## src/rtl/mmio_uart_pkg.sv

```systemverilog
// Shared definitions for the MMIO UART transmitter: register offsets, STATUS bits,
// FSM states, load/store size encodings and the load-extension helper.
package mmio_uart_pkg;

  localparam logic [1:0] OFF_TXDATA = 2'd0;
  localparam logic [1:0] OFF_STATUS = 2'd1;
  localparam logic [1:0] OFF_BAUD   = 2'd2;
  localparam logic [1:0] OFF_DROP   = 2'd3;

  localparam int STAT_BUSY      = 0;
  localparam int STAT_FULL      = 1;
  localparam int STAT_EMPTY     = 2;
  localparam int STAT_OVF       = 3;
  localparam int STAT_COUNT_LSB = 8;

  typedef enum logic [1:0] {IDLE, START, DATA, STOP} uart_state_t;

  localparam logic [2:0] F3_B  = 3'b000;
  localparam logic [2:0] F3_H  = 3'b001;
  localparam logic [2:0] F3_W  = 3'b010;
  localparam logic [2:0] F3_BU = 3'b100;
  localparam logic [2:0] F3_HU = 3'b101;

  // Same sign/zero extension the data memory applies to loads.
  function automatic logic [31:0] load_extend(input logic [31:0] value, input logic [2:0] f3);
    case (f3)
      F3_B:    return {{24{value[7]}}, value[7:0]};
      F3_H:    return {{16{value[15]}}, value[15:0]};
      F3_BU:   return {24'd0, value[7:0]};
      F3_HU:   return {16'd0, value[15:0]};
      default: return value;
    endcase
  endfunction

endpackage

```

## src/rtl/mmio_uart_tx_sync_fifo.sv

```systemverilog
// Generic single-clock FIFO with synchronous active-low reset; a push into a full
// FIFO is still accepted when a pop happens in the same cycle.
module sync_fifo #(
  parameter int WIDTH = 8,
  parameter int DEPTH = 16,
  localparam int AW = $clog2(DEPTH),
  localparam int CW = AW + 1
) (
  input  logic             clk,
  input  logic             reset,
  input  logic             push,
  input  logic [WIDTH-1:0] wdata,
  input  logic             pop,
  output logic [WIDTH-1:0] rdata,
  output logic             full,
  output logic             empty,
  output logic [CW-1:0]    count
);

  logic [WIDTH-1:0] mem [DEPTH];
  logic [AW-1:0]    wr_ptr_reg;
  logic [AW-1:0]    rd_ptr_reg;
  logic [CW-1:0]    count_reg;
  logic             push_ok;
  logic             pop_ok;

  assign empty   = (count_reg == '0);
  assign full    = (count_reg == CW'(DEPTH));
  assign count   = count_reg;
  assign pop_ok  = pop && !empty;
  assign push_ok = push && (!full || pop_ok);
  assign rdata   = mem[rd_ptr_reg];

  always_ff @(posedge clk) begin
    if (push_ok) mem[wr_ptr_reg] <= wdata;
  end

  // Pointers are exactly AW bits wide, so they wrap modulo DEPTH on their own.
  always_ff @(posedge clk) begin
    if (!reset) begin
      wr_ptr_reg <= '0;
      rd_ptr_reg <= '0;
      count_reg  <= '0;
    end else begin
      if (push_ok) wr_ptr_reg <= wr_ptr_reg + AW'(1);
      if (pop_ok)  rd_ptr_reg <= rd_ptr_reg + AW'(1);
      case ({push_ok, pop_ok})
        2'b10:   count_reg <= count_reg + CW'(1);
        2'b01:   count_reg <= count_reg - CW'(1);
        default: count_reg <= count_reg;
      endcase
    end
  end

endmodule

```

## src/rtl/mmio_uart_tx.sv

```systemverilog
// Memory-mapped 8N1 UART transmitter with TX FIFO and registered read-back.
// Define MMIO_UART_STATS_EN to add the DROPCNT register and sticky overflow bit.
module mmio_uart_tx
  import mmio_uart_pkg::*;
#(
  parameter logic [31:0] BASE_ADDR   = 32'h1000_0000,
  parameter int          FIFO_DEPTH  = 16,
  parameter logic [15:0] DEFAULT_DIV = 16'd16
) (
  input  logic        clk,
  input  logic        reset,
  input  logic [31:0] mem_addr,
  input  logic [31:0] mem_wdata,
  input  logic        mem_we,
  input  logic [2:0]  funct3,
  output logic [31:0] mem_rdata,
  output logic        tx,
  output logic        irq_empty
);

  localparam int CW = $clog2(FIFO_DEPTH) + 1;

  logic          hit, store_ok, tx_push, baud_we;
  logic [1:0]    reg_off;
  logic [15:0]   baud_wval, baud_div_reg;
  logic          fifo_pop, fifo_full, fifo_empty;
  logic [7:0]    fifo_rdata;
  logic [CW-1:0] fifo_count;
  uart_state_t   state_reg, state_next;
  logic [7:0]    shift_reg, shift_next;
  logic [2:0]    bit_cnt_reg, bit_cnt_next;
  logic [15:0]   baud_cnt_reg, baud_cnt_next, div_q_reg, div_q_next;
  logic          tx_reg, tx_next, bit_end, irq_empty_reg;
  logic [31:0]   status_word, rd_word;
  logic          unused_bits;

  assign unused_bits = ^{mem_addr[1:0], mem_wdata[31:16]};

  assign hit      = (mem_addr[31:4] == BASE_ADDR[31:4]);
  assign reg_off  = mem_addr[3:2];
  assign store_ok = hit && mem_we && (funct3 == F3_B || funct3 == F3_H || funct3 == F3_W);
  assign tx_push  = store_ok && (reg_off == OFF_TXDATA);
  assign baud_we  = store_ok && (reg_off == OFF_BAUD);

  sync_fifo #(.WIDTH(8), .DEPTH(FIFO_DEPTH)) u_tx_fifo (
    .clk   (clk),
    .reset (reset),
    .push  (tx_push),
    .wdata (mem_wdata[7:0]),
    .pop   (fifo_pop),
    .rdata (fifo_rdata),
    .full  (fifo_full),
    .empty (fifo_empty),
    .count (fifo_count)
  );

  // Byte stores only touch the low half of the divisor.
  always_comb begin
    baud_wval = mem_wdata[15:0];
    if (funct3 == F3_B) baud_wval = {baud_div_reg[15:8], mem_wdata[7:0]};
  end

  always_ff @(posedge clk) begin
    if (!reset)       baud_div_reg <= DEFAULT_DIV;
    else if (baud_we) baud_div_reg <= (baud_wval == 16'd0) ? 16'd1 : baud_wval;
  end

  always_ff @(posedge clk) begin
    if (!reset) begin
      state_reg     <= IDLE;
      shift_reg     <= '0;
      bit_cnt_reg   <= '0;
      baud_cnt_reg  <= '0;
      div_q_reg     <= DEFAULT_DIV;
      tx_reg        <= 1'b1;
      irq_empty_reg <= 1'b1;
    end else begin
      state_reg     <= state_next;
      shift_reg     <= shift_next;
      bit_cnt_reg   <= bit_cnt_next;
      baud_cnt_reg  <= baud_cnt_next;
      div_q_reg     <= div_q_next;
      tx_reg        <= tx_next;
      irq_empty_reg <= fifo_empty && (state_reg == IDLE);
    end
  end

  always_comb begin
    state_next    = state_reg;
    shift_next    = shift_reg;
    bit_cnt_next  = bit_cnt_reg;
    baud_cnt_next = baud_cnt_reg;
    div_q_next    = div_q_reg;
    fifo_pop      = 1'b0;
    bit_end       = (baud_cnt_reg == 16'd0);
    case (state_reg)
      IDLE: begin
        if (!fifo_empty) begin
          fifo_pop      = 1'b1;
          shift_next    = fifo_rdata;
          div_q_next    = baud_div_reg;
          baud_cnt_next = baud_div_reg - 16'd1;
          state_next    = START;
        end
      end
      START: begin
        if (bit_end) begin
          baud_cnt_next = div_q_reg - 16'd1;
          bit_cnt_next  = 3'd0;
          state_next    = DATA;
        end else begin
          baud_cnt_next = baud_cnt_reg - 16'd1;
        end
      end
      DATA: begin
        if (bit_end) begin
          baud_cnt_next = div_q_reg - 16'd1;
          shift_next    = {1'b0, shift_reg[7:1]};
          bit_cnt_next  = bit_cnt_reg + 3'd1;
          if (bit_cnt_reg == 3'd7) state_next = STOP;
        end else begin
          baud_cnt_next = baud_cnt_reg - 16'd1;
        end
      end
      STOP: begin
        if (bit_end) state_next = IDLE;
        else         baud_cnt_next = baud_cnt_reg - 16'd1;
      end
      default: state_next = IDLE;
    endcase
    // tx is registered from the level of the state being entered.
    case (state_next)
      START:   tx_next = 1'b0;
      DATA:    tx_next = shift_next[0];
      default: tx_next = 1'b1;
    endcase
  end

  assign tx        = tx_reg;
  assign irq_empty = irq_empty_reg;

`ifdef MMIO_UART_STATS_EN
  logic [15:0] drop_cnt_reg;
  logic        ovf_reg;
  logic        drop_clr, drop_evt;

  assign drop_clr = store_ok && (reg_off == OFF_DROP);
  assign drop_evt = tx_push && fifo_full && !fifo_pop;

  always_ff @(posedge clk) begin
    if (!reset || drop_clr) begin
      drop_cnt_reg <= '0;
      ovf_reg      <= 1'b0;
    end else if (drop_evt) begin
      if (drop_cnt_reg != 16'hFFFF) drop_cnt_reg <= drop_cnt_reg + 16'd1;
      ovf_reg <= 1'b1;
    end
  end
`endif

  always_comb begin
    status_word                  = '0;
    status_word[STAT_BUSY]       = (state_reg != IDLE);
    status_word[STAT_FULL]       = fifo_full;
    status_word[STAT_EMPTY]      = fifo_empty;
    status_word[STAT_COUNT_LSB +: 8] = 8'(fifo_count);
`ifdef MMIO_UART_STATS_EN
    status_word[STAT_OVF]        = ovf_reg;
`endif
    rd_word = '0;
    case (reg_off)
      OFF_STATUS: rd_word = status_word;
      OFF_BAUD:   rd_word = {16'd0, baud_div_reg};
`ifdef MMIO_UART_STATS_EN
      OFF_DROP:   rd_word = {16'd0, drop_cnt_reg};
`endif
      default:    rd_word = '0;
    endcase
  end

  always_ff @(posedge clk) begin
    if (!reset)   mem_rdata <= '0;
    else if (hit) mem_rdata <= load_extend(rd_word, funct3);
    else          mem_rdata <= '0;
  end

endmodule

```

## config.mk

```make
export PLATFORM = sky130hd
export DESIGN_NAME = mmio_uart_tx
export DESIGN_NICKNAME = d
export VERILOG_FILES = /design/src/rtl/mmio_uart_pkg.sv /design/src/rtl/mmio_uart_tx_sync_fifo.sv /design/src/rtl/mmio_uart_tx.sv
export SDC_FILE = /design/constraint.sdc
export NUM_CORES = 1
export LEC_CHECK = 0
export CAP_MARGIN = 0
export CORE_UTILIZATION = 45
export DETAILED_ROUTE_END_ITERATION = 10
export PLACE_DENSITY = 0.7
export RECOVER_POWER = 100
export SETUP_SLACK_MARGIN = 0.5
export SLEW_MARGIN = 0
export SYNTH_ARGS = -nofsm -noshare
export SYNTH_HDL_FRONTEND = slang
export SYNTH_SLANG_ARGS = --single-unit
export TNS_END_PERCENT = 100
```

## constraint.sdc

```tcl
create_clock -name clk -period 4.4 [get_ports clk]
set_input_delay 0.44 -clock clk [delete_from_list [all_inputs] [get_ports clk]]
set_output_delay 0.44 -clock clk [all_outputs]
set_load 0.03 [all_outputs]
```

======== Word level (Yosys, flattened, before mapping) ========
Memories as Yosys holds them, arrays and structs flattened. A register that Yosys moved wholly into a read port is not among the register bits.
Index checks and enable logic that the tools add are counted.
storage, ports and cells
  memories ................................ 1
  bits in writable memories ............... 128
  input port bits ......................... 70
  register bits ........................... 108
  logic and storage cells ................. 99
memories
  memory         depth  bits a word  rd ports  clocked after Yosys merged registers in  write ports  RTL line                      text
  u_tx_fifo.mem  16     8            1         1                                        1            mmio_uart_tx_sync_fifo.sv:20  logic [WIDTH-1:0] mem [DEPTH];
cells by class
  bitwise logic cells ..................... 1
  add/sub/neg operators ................... 8
  mux-type cells .......................... 28
  equal/unequal tests ..................... 20
  reduce and logical (&&, ||, !) cells .... 28
operators with widths
  kind                                                                      count
  32-bit case mux with 4 select lines                                       1
  16-bit 2-to-1 mux                                                         5
  16-bit case mux with 3 select lines                                       1
  16-bit by 1-bit subtractor with 16-bit output (second input constant)     3
  16-bit zero test                                                          2
  16-bit case mux with 2 select lines                                       1
  28-bit by 25-bit equality test with 1-bit output (second input constant)  1
  8-bit 2-to-1 mux                                                          2
  8-bit case mux with 2 select lines                                        1
  2-bit equality test (second input constant)                               5
  2-bit 2-to-1 mux                                                          5
  5-bit case mux with 2 select lines                                        1
  3-bit equality test (second input constant)                               3
  4-bit by 1-bit adder with 4-bit output (second input constant)            2
  2-bit by 1-bit equality test with 1-bit output (second input constant)    4
  4-bit 2-to-1 mux                                                          2
  2-bit != test (second input constant)                                     4
  2-bit case mux with 4 select lines                                        1
  2-bit nonzero test                                                        4
  1-bit logical AND                                                         7
  3-bit 2-to-1 mux                                                          2
  3-bit case mux with 2 select lines                                        1
  2-bit AND reduction                                                       3
  3-bit AND reduction                                                       2
  other kinds (15)                                                          22

======== Depth between registers and ports, before layout ========
  depth in word-level cells ............... 8
  depth in mapped cells ................... 16
  depth with buffers taken out ............ 15

======== Cells and area by module ========
A second synthesis with hierarchy kept.
unflattened totals
  cells, all modules ...................... 897
  area, all modules ....................... 10582.6 um2
modules (own cells, without submodules)
  module        area each (um2)  cells an instance  times used  seq. area each (um2)
  sync_fifo     5871.9           328                1           4184.0
  mmio_uart_tx  4710.8           569                1           1601.5

======== Worst setup path after synthesis ========
No wires, ideal clock.
  path type ............................... register to register
  from .................................... register u_tx_fifo.count_reg[1], in the netlist u_tx_fifo.count[1]
  to ...................................... register u_tx_fifo.count_reg[4], in the netlist u_tx_fifo.count[4]
  arrival time ............................ 3214 ps
  stages on the path, launching flop included .. 16
  path buffers ............................ 3
  slack ................................... 1064 ps
  cells stage by stage .................... dfxtp_1 -> clkbuf_1 -> or4_1 -> o21ai_1 -> clkinv_1 -> clkbuf_1 -> ha_1 -> clkbuf_1 -> xor2_1 -> ha_1 -> a21oi_1 -> nor2b_1 -> o21ai_0 -> a21o_1 -> a21oi_1 -> mux2i_1
on the way
  cells in the longest elaborated chain, start to end .. 8
ends and longest elaborated chain
  element                                                                                       RTL line                      text
  start: declaration                                                                            mmio_uart_tx_sync_fifo.sv:23  logic [CW-1:0] count_reg;
  start signal: assignment                                                                      mmio_uart_tx_sync_fifo.sv:48  2'b10: count_reg <= count_reg + CW'(1);
  start signal: assignment                                                                      mmio_uart_tx_sync_fifo.sv:49  2'b01: count_reg <= count_reg - CW'(1);
  start signal: assignment                                                                      mmio_uart_tx_sync_fifo.sv:50  default: count_reg <= count_reg;
  5-bit zero test (*)                                                                           mmio_uart_tx_sync_fifo.sv:27  assign empty = (count_reg == '0);
  1-bit 2-to-1 mux (*)                                                                          mmio_uart_tx.sv:98            if (!fifo_empty) begin
  1-bit 2-to-1 mux (*)                                                                          mmio_uart_tx.sv:96            case (state_reg)
  net fifo_pop                                                                                  mmio_uart_tx.sv:26            logic fifo_pop, fifo_full, fifo_empty;
  1-bit logical AND (*)                                                                         mmio_uart_tx_sync_fifo.sv:30  assign pop_ok = pop && !empty;
  1-bit logical OR                                                                              mmio_uart_tx_sync_fifo.sv:31  assign push_ok = push && (!full || pop_ok);
  1-bit logical AND                                                                             mmio_uart_tx_sync_fifo.sv:31
  2-bit by 1-bit equality test with 1-bit output / 2-bit equality test (equally long branches)  mmio_uart_tx_sync_fifo.sv:47  case ({push_ok, pop_ok})
  5-bit case mux with 2 select lines / 2-bit nonzero test (equally long branches)               n/a
The timed path passes the listed nets; every way through them passes the cells marked *.
A chain may end at the register's enable or synchronous reset.

======== Worst setup path after layout ========
  from .................................... input mem_addr[5]
  to ...................................... register u_tx_fifo.count_reg[2], in the netlist u_tx_fifo.count[2]
on the way
  cells in the longest elaborated chain, start to end .. 7
ends and longest elaborated chain
  element                                                                                       RTL line                      text
  start: declaration                                                                            mmio_uart_tx.sv:12            input logic [31:0] mem_addr,
  28-bit by 25-bit equality test with 1-bit output (*)                                          mmio_uart_tx.sv:39            assign hit = (mem_addr[31:4] == BASE_ADDR[31:4]);
  1-bit logical AND (*) (2 in series)                                                           mmio_uart_tx.sv:41            assign store_ok = hit && mem_we && (funct3 == F3_B || funct3 == F3_H || funct3 == F3_W);
  1-bit logical AND (*)                                                                         mmio_uart_tx.sv:42            assign tx_push = store_ok && (reg_off == OFF_TXDATA);
  1-bit logical AND (*)                                                                         mmio_uart_tx_sync_fifo.sv:31
  2-bit by 1-bit equality test with 1-bit output / 2-bit equality test (equally long branches)  mmio_uart_tx_sync_fifo.sv:47
  5-bit case mux with 2 select lines / 2-bit nonzero test (equally long branches)               n/a
Mark *: on every way between the ends. The rest lies on a longest branch, timed or not.

==> impl_results.md <==
- Fmax: 0.2909 GHz
- Area growth, synth to finish: 17.37%
- Worst Skew: 15.36 ps
- Post-DRT Antenna Nets: 0
- Global route overflow: 0
- Initial antenna violation count: 0
- First-pass GRT wire length: between 30,000 and 40,000 microns
- Vias per inst: between 5 and 6
- Initial DRC Count: around 440
- LEAKAGE: around 4.1 nW
- Die H: between 150 and 200 microns
- Commonest non-fill, non-tap cells in the layout: edfxtp_1 (128), nand2_1 (101), dfxtp_1 (95), nor2_1 (61), a21oi_1 (49)
- Sequential fraction of design power: 0.495
- # diodes: 0
- Setup TNS: 0 ps
- Final period util: 0.7812
- Final hold violation count: 0
- Avg Cell Area, Syn: between 10 and 15 sq um
- Post-Syn Nets: between 900 and 1,000
- Ys flop type: edfxtp_1
- Final GP Congestion: 0.8499
- Commonest non-fill, non-tap cell in the layout: edfxtp_1
- Worst Hold Class: register to register
- Full die area: 23,360 sq um
- Clock buffer count from CTS: 23
- Vias in the first global route: 6,745
- Peak VDD IR: between 0.0003 and 0.0004 V
- Detail Placement HPWL: between 15,000 and 20,000 microns
- Power density over the cells: 374.5 nW/um^2
- Max reg flops: ~130
- Number of cell rows: 54
- Worst Path Required: roughly 4900 ps
- Synth unique cells: 61
- Asr flop ratio synth: 0
- Post-synth EDFFs: 128
- Crit path DAT: a little under 4000 ps
- DRT Pass-1 Iters: 5
- Register area share after synthesis: 0.5649
- Outcome: completed
- Synthesized area: 10,240 sq um
- Vias: about 6,900
- Fraction of layout cells with a size suffix above 1: 0.1036
- P_int: approximately 0.0035 W
- Die X: approximately 150 microns
- Slew headroom: 0.3012
- CP Class: primary input to register
- Flops & latches, synth: around 230
- CTS tree: built
- Routed len/inst: between 15 and 20 microns
- Psw: ~0.00096 W
- Biggest regs: u_tx_fifo.mem x128, mem_rdata x17
- Post-route insts no fill: 1,226
- Worst-Skew Late Latency: between 500 and 600 ps
- CP Capture Type: register
- Biggest register: u_tx_fifo.mem
- Net Sw Frac: 0.2124
- Postcts setup bufs: 0
- TritonCTS sink count: approximately 230
- Minimum clock period: about 3400 ps
- Core Box Area: 22,090 sq um
- DRT Wirelength: 22,950 microns
- Max-cap violations: 0
- Largest net degree at the start of global routing: 58
- Hold buffers post-CTS: 0
- RSZ-0062 raised after global routing: false
- CP Launch Type: primary input
- # IOs: roughly 100
- Global Route Usage Sum: 0.2022
- Clock power share: 0.454
- Resized cells post-CTS: 0
- Fill cell count: roughly 1,800
- Port Buf Inserts: 85
- Clk buf depth: 3
- Synth warn: 0
- Post-Synthesis Cells: a little under 900
- Initial Util: 0.4635
- H-tree lvl count: 1
- Worst-margin pin slew: approximately 1000 ps
- Comb power frac: 0.051
- Worst hold slack: ~470 ps
- CTS clk-pin slew, worst paths: 60 ps
- Crit Path Max Fanout: 9
- Max-slew violation count: 0
- Drt drc: 0
- Placed cells: ~1,200
- Setup Viol. Count Final: 0
- Root Driver: clkbuf_16
- Layout Nets: 1,020
-- path summary, 6_finish.rpt --
path | start | endpoint | slack (ps) | depth (start not counted)
max | mem_addr[5] | u_tx_fifo.count[2]$_SDFFE_PN0P_ | 960 | 13
min reg2reg | div_q_reg[15]$_SDFFE_PN0P_ | div_q_reg[15]$_SDFFE_PN0P_ | 470 | 2
max reg2reg | baud_cnt_reg[0]$_SDFFE_PN0P_ | baud_cnt_reg[6]$_SDFFE_PN0P_ | 980 | 9
min | div_q_reg[15]$_SDFFE_PN0P_ | div_q_reg[15]$_SDFFE_PN0P_ | 470 | 2
-- stage by stage --
step	total power, W	instance area [sq um]	worst slack [ps]	util
3_5_place_dp	0.002509	11270	753.3	0.5102
6_report	0.004502	12020	962.7	0.5441
5_1_grt	0.004637	12020	525.4	0.5441
3_3_place_gp	0.002507	11270	787.5	0.5102
4_1_cts	0.004541	12070	1098	0.5465
2_1_floorplan	0.002408	10240	1064	-
-- synth_stat cells (6+ instances only) --
library cell | instances | area share
xor2_1 | 34 | 0.029
nor2_1 | 61 | 0.022
nor2b_1 | 7 | 0.0043
buf_1 | 8 | 0.0029
a31oi_1 | 10 | 0.0061
nand3_1 | 19 | 0.0093
o21ai_0 | 34 | 0.017
a21oi_1 | 49 | 0.024
edfxtp_1 | 128 | 0.38
mux4_2 | 40 | 0.088
ha_1 | 21 | 0.026
dfxtp_1 | 97 | 0.19
clkbuf_1 | 35 | 0.013
nor4_1 | 18 | 0.011
o221ai_1 | 6 | 0.0051
buf_4 | 15 | 0.011
xnor2_1 | 15 | 0.013
nand4_1 | 6 | 0.0037
a22oi_1 | 9 | 0.0066
and2_1 | 6 | 0.0037
mux2i_1 | 16 | 0.016
nand2_1 | 101 | 0.037
nor3_1 | 26 | 0.013
inv_1 | 17 | 0.0062
-- critical path, stage by stage --
cell and delay [ps]:
dlygate4sd3_1 540, nor4_1 310, nand4_1 250, nor4_1 370, clkbuf_1 340, inv_1 110, ha_1 310, xor2_1 190
ha_1 200, a21oi_1 250, xor2_1 120, or3_1 320, a21oi_1 140
-- power groups by stage --
stage                     clock [W]  sequential [W]  combinational (W)
final                       0.00204         0.00223           0.000228
after global routing        0.00216         0.00223           0.000249
after CTS                   0.00208         0.00223           0.000235
after detailed placement          0         0.00228           0.000233
after global placement            0         0.00228           0.000231
after floorplan                   0         0.00228           0.000132
-- cells by family (layout without fill, tap and decap cells) --
| logic type | Yosys count | after routing | share of synthesized area |
|---|---|---|---|
| AOI/OAI and AO/OA | 145 | 145 | 0.08870 |
| xor gates and xnor gates | 49 | 49 | 0.04191 |
| adders and majority gates | 21 | 21 | 0.02566 |
| buffers and inverters | 83 | 164 | 0.03800 |
| DFF | 225 | 225 | 0.5649 |
| muxes | 59 | 59 | 0.1069 |
| and+or+nand+nor | 283 | 283 | 0.1339 |
-- per-layer routing --
metal  routed length, microns  vias up  track usage
met2                    11250      201       0.3394
met3                     1198       29      0.02694
met4                      444        0      0.05243
met5                        0        -            0
li1                         -     3323            -
met1                    10060     3308       0.2774
-- area by class of cell --
cell class | count | area [sq um] | share of cell area
repair buffers | 104 | 955.9 | 0.07953
clock inverters | 11 | 146.4 | 0.01218
clock buffers | 31 | 655.6 | 0.05454
inverters | 18 | 67.56 | 0.005621
multi-input cells | 557 | 4056 | 0.3375
flip-flops and latches | 225 | 5788 | 0.4815
well taps | 280 | 350.3 | 0.02915
No activity file was read; power rests on OpenSTA's default activity.
